**config.mk**
```make
export PLATFORM = sky130hd
export DESIGN_NAME = apb_req_arbiter
export DESIGN_NICKNAME = d
export VERILOG_FILES = /design/src/rtl/apb_req_arbiter.sv
export SDC_FILE = /design/constraint.sdc
export NUM_CORES = 1
export LEC_CHECK = 0
export ABC_CLOCK_PERIOD_IN_PS = 4800
export CAP_MARGIN = 30
export CORE_UTILIZATION = 45
export DETAILED_ROUTE_END_ITERATION = 7
export GPL_TIMING_DRIVEN = 0
export PLACE_DENSITY = 0.84
export SYNTH_ARGS = -nofsm -noshare
export SYNTH_HDL_FRONTEND = slang
export SYNTH_SLANG_ARGS = --single-unit
```
**constraint.sdc**
```tcl
create_clock -name pclk -period 4.8 [get_ports pclk]
set_input_delay 1.44 -clock pclk [delete_from_list [all_inputs] [get_ports pclk]]
set_output_delay 1.44 -clock pclk [all_outputs]
set_load 0.02 [all_outputs]
```
**src/rtl/apb_req_arbiter.sv**
```systemverilog
// Two-requester APB master: round-robin arbitration in IDLE, one transfer in flight,
// per-transfer wait-state timeout so a hung slave cannot lock the bus.
module apb_req_arbiter #(
    parameter int ADDR_W  = 4,
    parameter int DATA_W  = 8,
    parameter int TIMEOUT = 16
) (
    input  logic              pclk,
    input  logic              preset,
    input  logic              req0_valid,
    input  logic              req0_write,
    input  logic [ADDR_W-1:0] req0_addr,
    input  logic [DATA_W-1:0] req0_wdata,
    output logic              req0_ready,
    input  logic              req1_valid,
    input  logic              req1_write,
    input  logic [ADDR_W-1:0] req1_addr,
    input  logic [DATA_W-1:0] req1_wdata,
    output logic              req1_ready,
    output logic              rsp_valid,
    output logic              rsp_id,
    output logic [DATA_W-1:0] rsp_rdata,
    output logic              rsp_err,
    output logic              psel,
    output logic              penable,
    output logic              pwrite,
    output logic [ADDR_W-1:0] paddr,
    output logic [DATA_W-1:0] pwdata,
    input  logic [DATA_W-1:0] prdata,
    input  logic              pready
);

    // state  | meaning
    // IDLE   | bus idle, arbitrating and accepting one request
    // SETUP  | psel=1, penable=0, one cycle
    // ACCESS | psel=1, penable=1, waiting for pready or timeout
    localparam logic [1:0] IDLE   = 2'd0;
    localparam logic [1:0] SETUP  = 2'd1;
    localparam logic [1:0] ACCESS = 2'd2;

    localparam int CNT_W = (TIMEOUT > 0) ? $clog2(TIMEOUT + 1) : 1;
    localparam logic [CNT_W-1:0] CNT_LAST = CNT_W'((TIMEOUT > 0) ? TIMEOUT - 1 : 0);

    logic [1:0]        state_q, state_d;
    logic              ptr_q, ptr_d;
    logic              owner_q, owner_d;
    logic [CNT_W-1:0]  wait_cnt_q, wait_cnt_d;
    logic              psel_q, psel_d;
    logic              penable_q, penable_d;
    logic              pwrite_q, pwrite_d;
    logic [ADDR_W-1:0] paddr_q, paddr_d;
    logic [DATA_W-1:0] pwdata_q, pwdata_d;
    logic              rsp_valid_q, rsp_valid_d;
    logic              rsp_id_q, rsp_id_d;
    logic [DATA_W-1:0] rsp_rdata_q, rsp_rdata_d;
    logic              rsp_err_q, rsp_err_d;

    logic grant0, grant1, timeout_hit;

    // The pointer only breaks ties; a lone requester always wins.
    always_comb begin
        grant0 = 1'b0;
        grant1 = 1'b0;
        if (state_q == IDLE) begin
            grant0 = req0_valid && (!req1_valid || !ptr_q);
            grant1 = req1_valid && (!req0_valid ||  ptr_q);
        end
    end

    assign req0_ready  = grant0;
    assign req1_ready  = grant1;
    assign timeout_hit = (TIMEOUT != 0) && (wait_cnt_q == CNT_LAST);

    always_comb begin
        state_d     = state_q;
        ptr_d       = ptr_q;
        owner_d     = owner_q;
        wait_cnt_d  = wait_cnt_q;
        psel_d      = psel_q;
        penable_d   = penable_q;
        pwrite_d    = pwrite_q;
        paddr_d     = paddr_q;
        pwdata_d    = pwdata_q;
        rsp_valid_d = 1'b0;
        rsp_id_d    = rsp_id_q;
        rsp_rdata_d = rsp_rdata_q;
        rsp_err_d   = rsp_err_q;
        case (state_q)
            IDLE: begin
                if (grant0 || grant1) begin
                    state_d  = SETUP;
                    psel_d   = 1'b1;
                    owner_d  = grant1;
                    ptr_d    = grant0;
                    pwrite_d = grant1 ? req1_write : req0_write;
                    paddr_d  = grant1 ? req1_addr  : req0_addr;
                    pwdata_d = grant1 ? req1_wdata : req0_wdata;
                end
            end
            SETUP: begin
                state_d    = ACCESS;
                penable_d  = 1'b1;
                wait_cnt_d = '0;
            end
            ACCESS: begin
                if (pready || timeout_hit) begin
                    state_d     = IDLE;
                    psel_d      = 1'b0;
                    penable_d   = 1'b0;
                    rsp_valid_d = 1'b1;
                    rsp_id_d    = owner_q;
                    rsp_err_d   = !pready;
                    rsp_rdata_d = (pready && !pwrite_q) ? prdata : '0;
                end else begin
                    wait_cnt_d = wait_cnt_q + CNT_W'(1);
                end
            end
            default: begin
                state_d   = IDLE;
                psel_d    = 1'b0;
                penable_d = 1'b0;
            end
        endcase
    end

    always_ff @(posedge pclk) begin
        if (preset) begin
            state_q     <= IDLE;
            ptr_q       <= 1'b0;
            owner_q     <= 1'b0;
            wait_cnt_q  <= '0;
            psel_q      <= 1'b0;
            penable_q   <= 1'b0;
            pwrite_q    <= 1'b0;
            paddr_q     <= '0;
            pwdata_q    <= '0;
            rsp_valid_q <= 1'b0;
            rsp_id_q    <= 1'b0;
            rsp_rdata_q <= '0;
            rsp_err_q   <= 1'b0;
        end else begin
            state_q     <= state_d;
            ptr_q       <= ptr_d;
            owner_q     <= owner_d;
            wait_cnt_q  <= wait_cnt_d;
            psel_q      <= psel_d;
            penable_q   <= penable_d;
            pwrite_q    <= pwrite_d;
            paddr_q     <= paddr_d;
            pwdata_q    <= pwdata_d;
            rsp_valid_q <= rsp_valid_d;
            rsp_id_q    <= rsp_id_d;
            rsp_rdata_q <= rsp_rdata_d;
            rsp_err_q   <= rsp_err_d;
        end
    end

    assign psel      = psel_q;
    assign penable   = penable_q;
    assign pwrite    = pwrite_q;
    assign paddr     = paddr_q;
    assign pwdata    = pwdata_q;
    assign rsp_valid = rsp_valid_q;
    assign rsp_id    = rsp_id_q;
    assign rsp_rdata = rsp_rdata_q;
    assign rsp_err   = rsp_err_q;

endmodule

```
==> metrics.cfg <==
[floorplan]
floorplan.die.width_um = 62.0
chipHeight_um = 62.0
floorplan.initialDensity_pct = 47.8
design.die.area_sq_um = 3850
io_pins = 67
core_area_sq_um = 3390
row_count = 21

[logic_synthesis]
avgSynthCellArea_sq_um = 9.71
synth.lib_cells_used.distinct = 34
yosys-top-cells-area = dfxtp_1, a221o_1, nor4b_1
largest_family_of_logic_cells_by_synthesized_area = simple AND/OR/NAND/NOR gates
synth_area_leader_cell = dfxtp_1
synth_simple_gate_area_share_pct = 31.0
synth_fa_ha_area_share_pct = 1.54
synth-edff-count = 0
ys_warn_count = 0
synth.top_cell.area_share_pct = 43.2
synth.net_count = 208
yosysSeqAreaShare_pct = 43.2
ys.flop_type = dfxtp_1
ys_async_rst_share_pct = 0
synth_mux_area_share_pct = 0
compound_gate_portion_of_the_synthesized_area_pct = 20.0
synth_area_sq_um = 1620
synth.ff_latch_count = 35
synth_xor_area_share_pct = 0
gate_count_of_the_mapped_netlist = 167

[clocking]
worst_setup_hold_path_clk_slew_ps = 100
cts.sinks = 35
numCtsBuffers = 5
clock_insertion_delay_worst_skew_ps = 340
cts.root.buffer_cell = clkbuf_4
cts_hold_repair_buffers = 0
htree_levels = 2
post_cts.repair.setup_buffers = 0
cts_tree = yes
post_cts_resized = 0
max-clock-path-buffers = 2

[routing]
vias_post_dr = 1573
drt-initial-drc-count = 74
drt-wirelength-per-cell_um = 14.6
number_of_iterations_in_the_first_detailed_routing_pass = 4
route.antenna.remaining_nets = 0
routed_via_density = 5.52
post-route-drc-count = 0
totalWireLength_um = 4170

[place]
post-place-cells = 279
port_buffers = 66
post_detailed_placement_half_perimeter_wirelength_um = 3010
place_congestion = 0.745

[power]
peakVddDrop_uv = 162
pwr_density_cell_nw_per_um2 = 291
static-leakage-power_nw = 0.882

[sta]
hold_violations = 0
tightest_slew_ps = 943
unrepaired_setup_endpoints_after_global_routing = false
fin_crit_sh_pct = 98.3
period_needed_ps = 4720
report.final.slew_viol_count = 0
finClkSkew_ps = 12.4
final_layout_setup_total_negative_slack_ps = 0
fin_worst_hold_slack_ps = 461
clock.fmax_mhz = 212
slew_margin_rel_pct = 36.2
final_setup_vio_count = 0

[cells_and_area]
area_delta_synth_final_pct = 48.8
mostFrequentLayoutCell = clkdlybuf4s50_1
post_layout_nonfiller_instances = 285
final_cell_mix = clkdlybuf4s50_1, dfxtp_1, nor4b_1
layout.nets = 280
final.fill_count = 283
utilization_pct = 71.2
num_antenna_cells = 0
layout-drive-gt1-share_pct = 7.11

[critical_path]
critical_path.startpoint_type = primary input
maximum_net_fanout_on_the_critical_path = 4
cpMostUsedCell = clkdlybuf4s50_1
timing.critical_path.arrival_ps = 3280
cp.required_ps = 3360
crit_path_top_delay_cell = clkdlybuf4s50_1
worst_path_dominant_cell_family = buffers and inverters
timing.critical_path.cells = clkdlybuf4s50_1, or3b_2, a21oi_1, clkdlybuf4s50_1
type_of_destination_of_the_critical_path = primary output
timing.setup.critical_path_class = primary input to primary output
worstPathBufferInverterCount = 2
critical-path-max-stage-delay_ps = 620

[global_routing]
grt_antenna_before_repair = 0
grt_remaining_overflow = 0
grt_start_max_net_pins = 16
grt_first_pass_wirelength_um = 6420
via_count_of_the_first_global_routing_pass = 1396
grt.total_usage_pct = 23.3

[run_status]
status = finished clean

[min_path]
hold_path_class = register to register

[flow_run]
cap_viol_max_count = 0

synth_stat cells (all sizes together) (2+ instances only):
cell type / count
dfxtp: 35
nor4b: 15
a21oi: 13
a221o: 13
and4: 13
nor2b: 13
clkbuf: 10
a22o: 8
nand3: 5
buf: 4
nand2: 4
nand2b: 4
nor2: 4
inv: 3
or2: 3
ha: 2
nor3: 2
o21ai: 2
or2b: 2
metal layers:
layer	wire length (um)	track usage, %	up-vias
met5	0	0	-
met1	1870	30.4	720
li1	-	-	788
met4	94	8.57	0
met2	1940	35.7	56
met3	257	7.87	9
power breakdown:
part	switching, mW	internal [mW]
Combinational	0.0843	0.0921
Clock	0.0931	0.107
Sequential	0.0134	0.312
Total	0.191	0.511
final cells by class:
cell class | instances | area [sq um] | share of cell area, %
plain buffers | 13 | 53.8 | 2.23
inverters | 3 | 11.3 | 0.467
multi-input cells | 115 | 857 | 35.5
flip-flops and latches | 35 | 701 | 29.0
well taps | 46 | 57.6 | 2.39
clock inverters | 1 | 30.0 | 1.24
repair buffers | 66 | 661 | 27.4
clock buffers | 6 | 41.3 | 1.71
state kept, by name (all words and copies together) (netlist names):
name        count
rsp_valid       1
rsp_id          1
psel            1
ptr_q           1
rsp_err         1
pwrite          1
state_q         2
paddr           4
pwdata          8
wait_cnt_q      5
penable         1
rsp_rdata       8
owner_q         1
kinds of logic (layout without fill, tap and decap cells):
| kind of cell | after synthesis | in the layout |
|---|---|---|
| compound gates | 42 | 42 |
| fa+ha+maj | 2 | 2 |
| buf+inv | 17 | 89 |
| flops | 35 | 35 |
| simple gates | 71 | 71 |
worst register-to-register path: stages (launching register included):
cell      delay [ps]
dfxtp_1          350
ha_1             220
and3_1           190
ha_1             230
nor4b_1          830
a21oi_1          160
a311oi_1         250
stage by stage:
stage                     power (mW)  setup WS, ps  cell area (sq um)
final                          0.702          82.9               2410
after global routing           0.737          20.1               2410
after CTS                      0.705          21.2               2410
after detailed placement       0.507         -77.8               2340
after global placement         0.506         -72.5               2340
after floorplan                0.419          1110               1620
worst paths after layout:
| path | start | end | slack, ps | cells past startpoint |
|---|---|---|---|---|
| worst min-delay path | penable | penable | 460 | 2 |
| worst min register to register | penable | penable | 460 | 2 |
| worst max register to register | wait_cnt_q[0] | wait_cnt_q[2] | 2490 | 6 |
| worst max-delay path | req0_valid | req0_ready | 80 | 4 |
No activity file was read; power rests on OpenSTA's default activity.
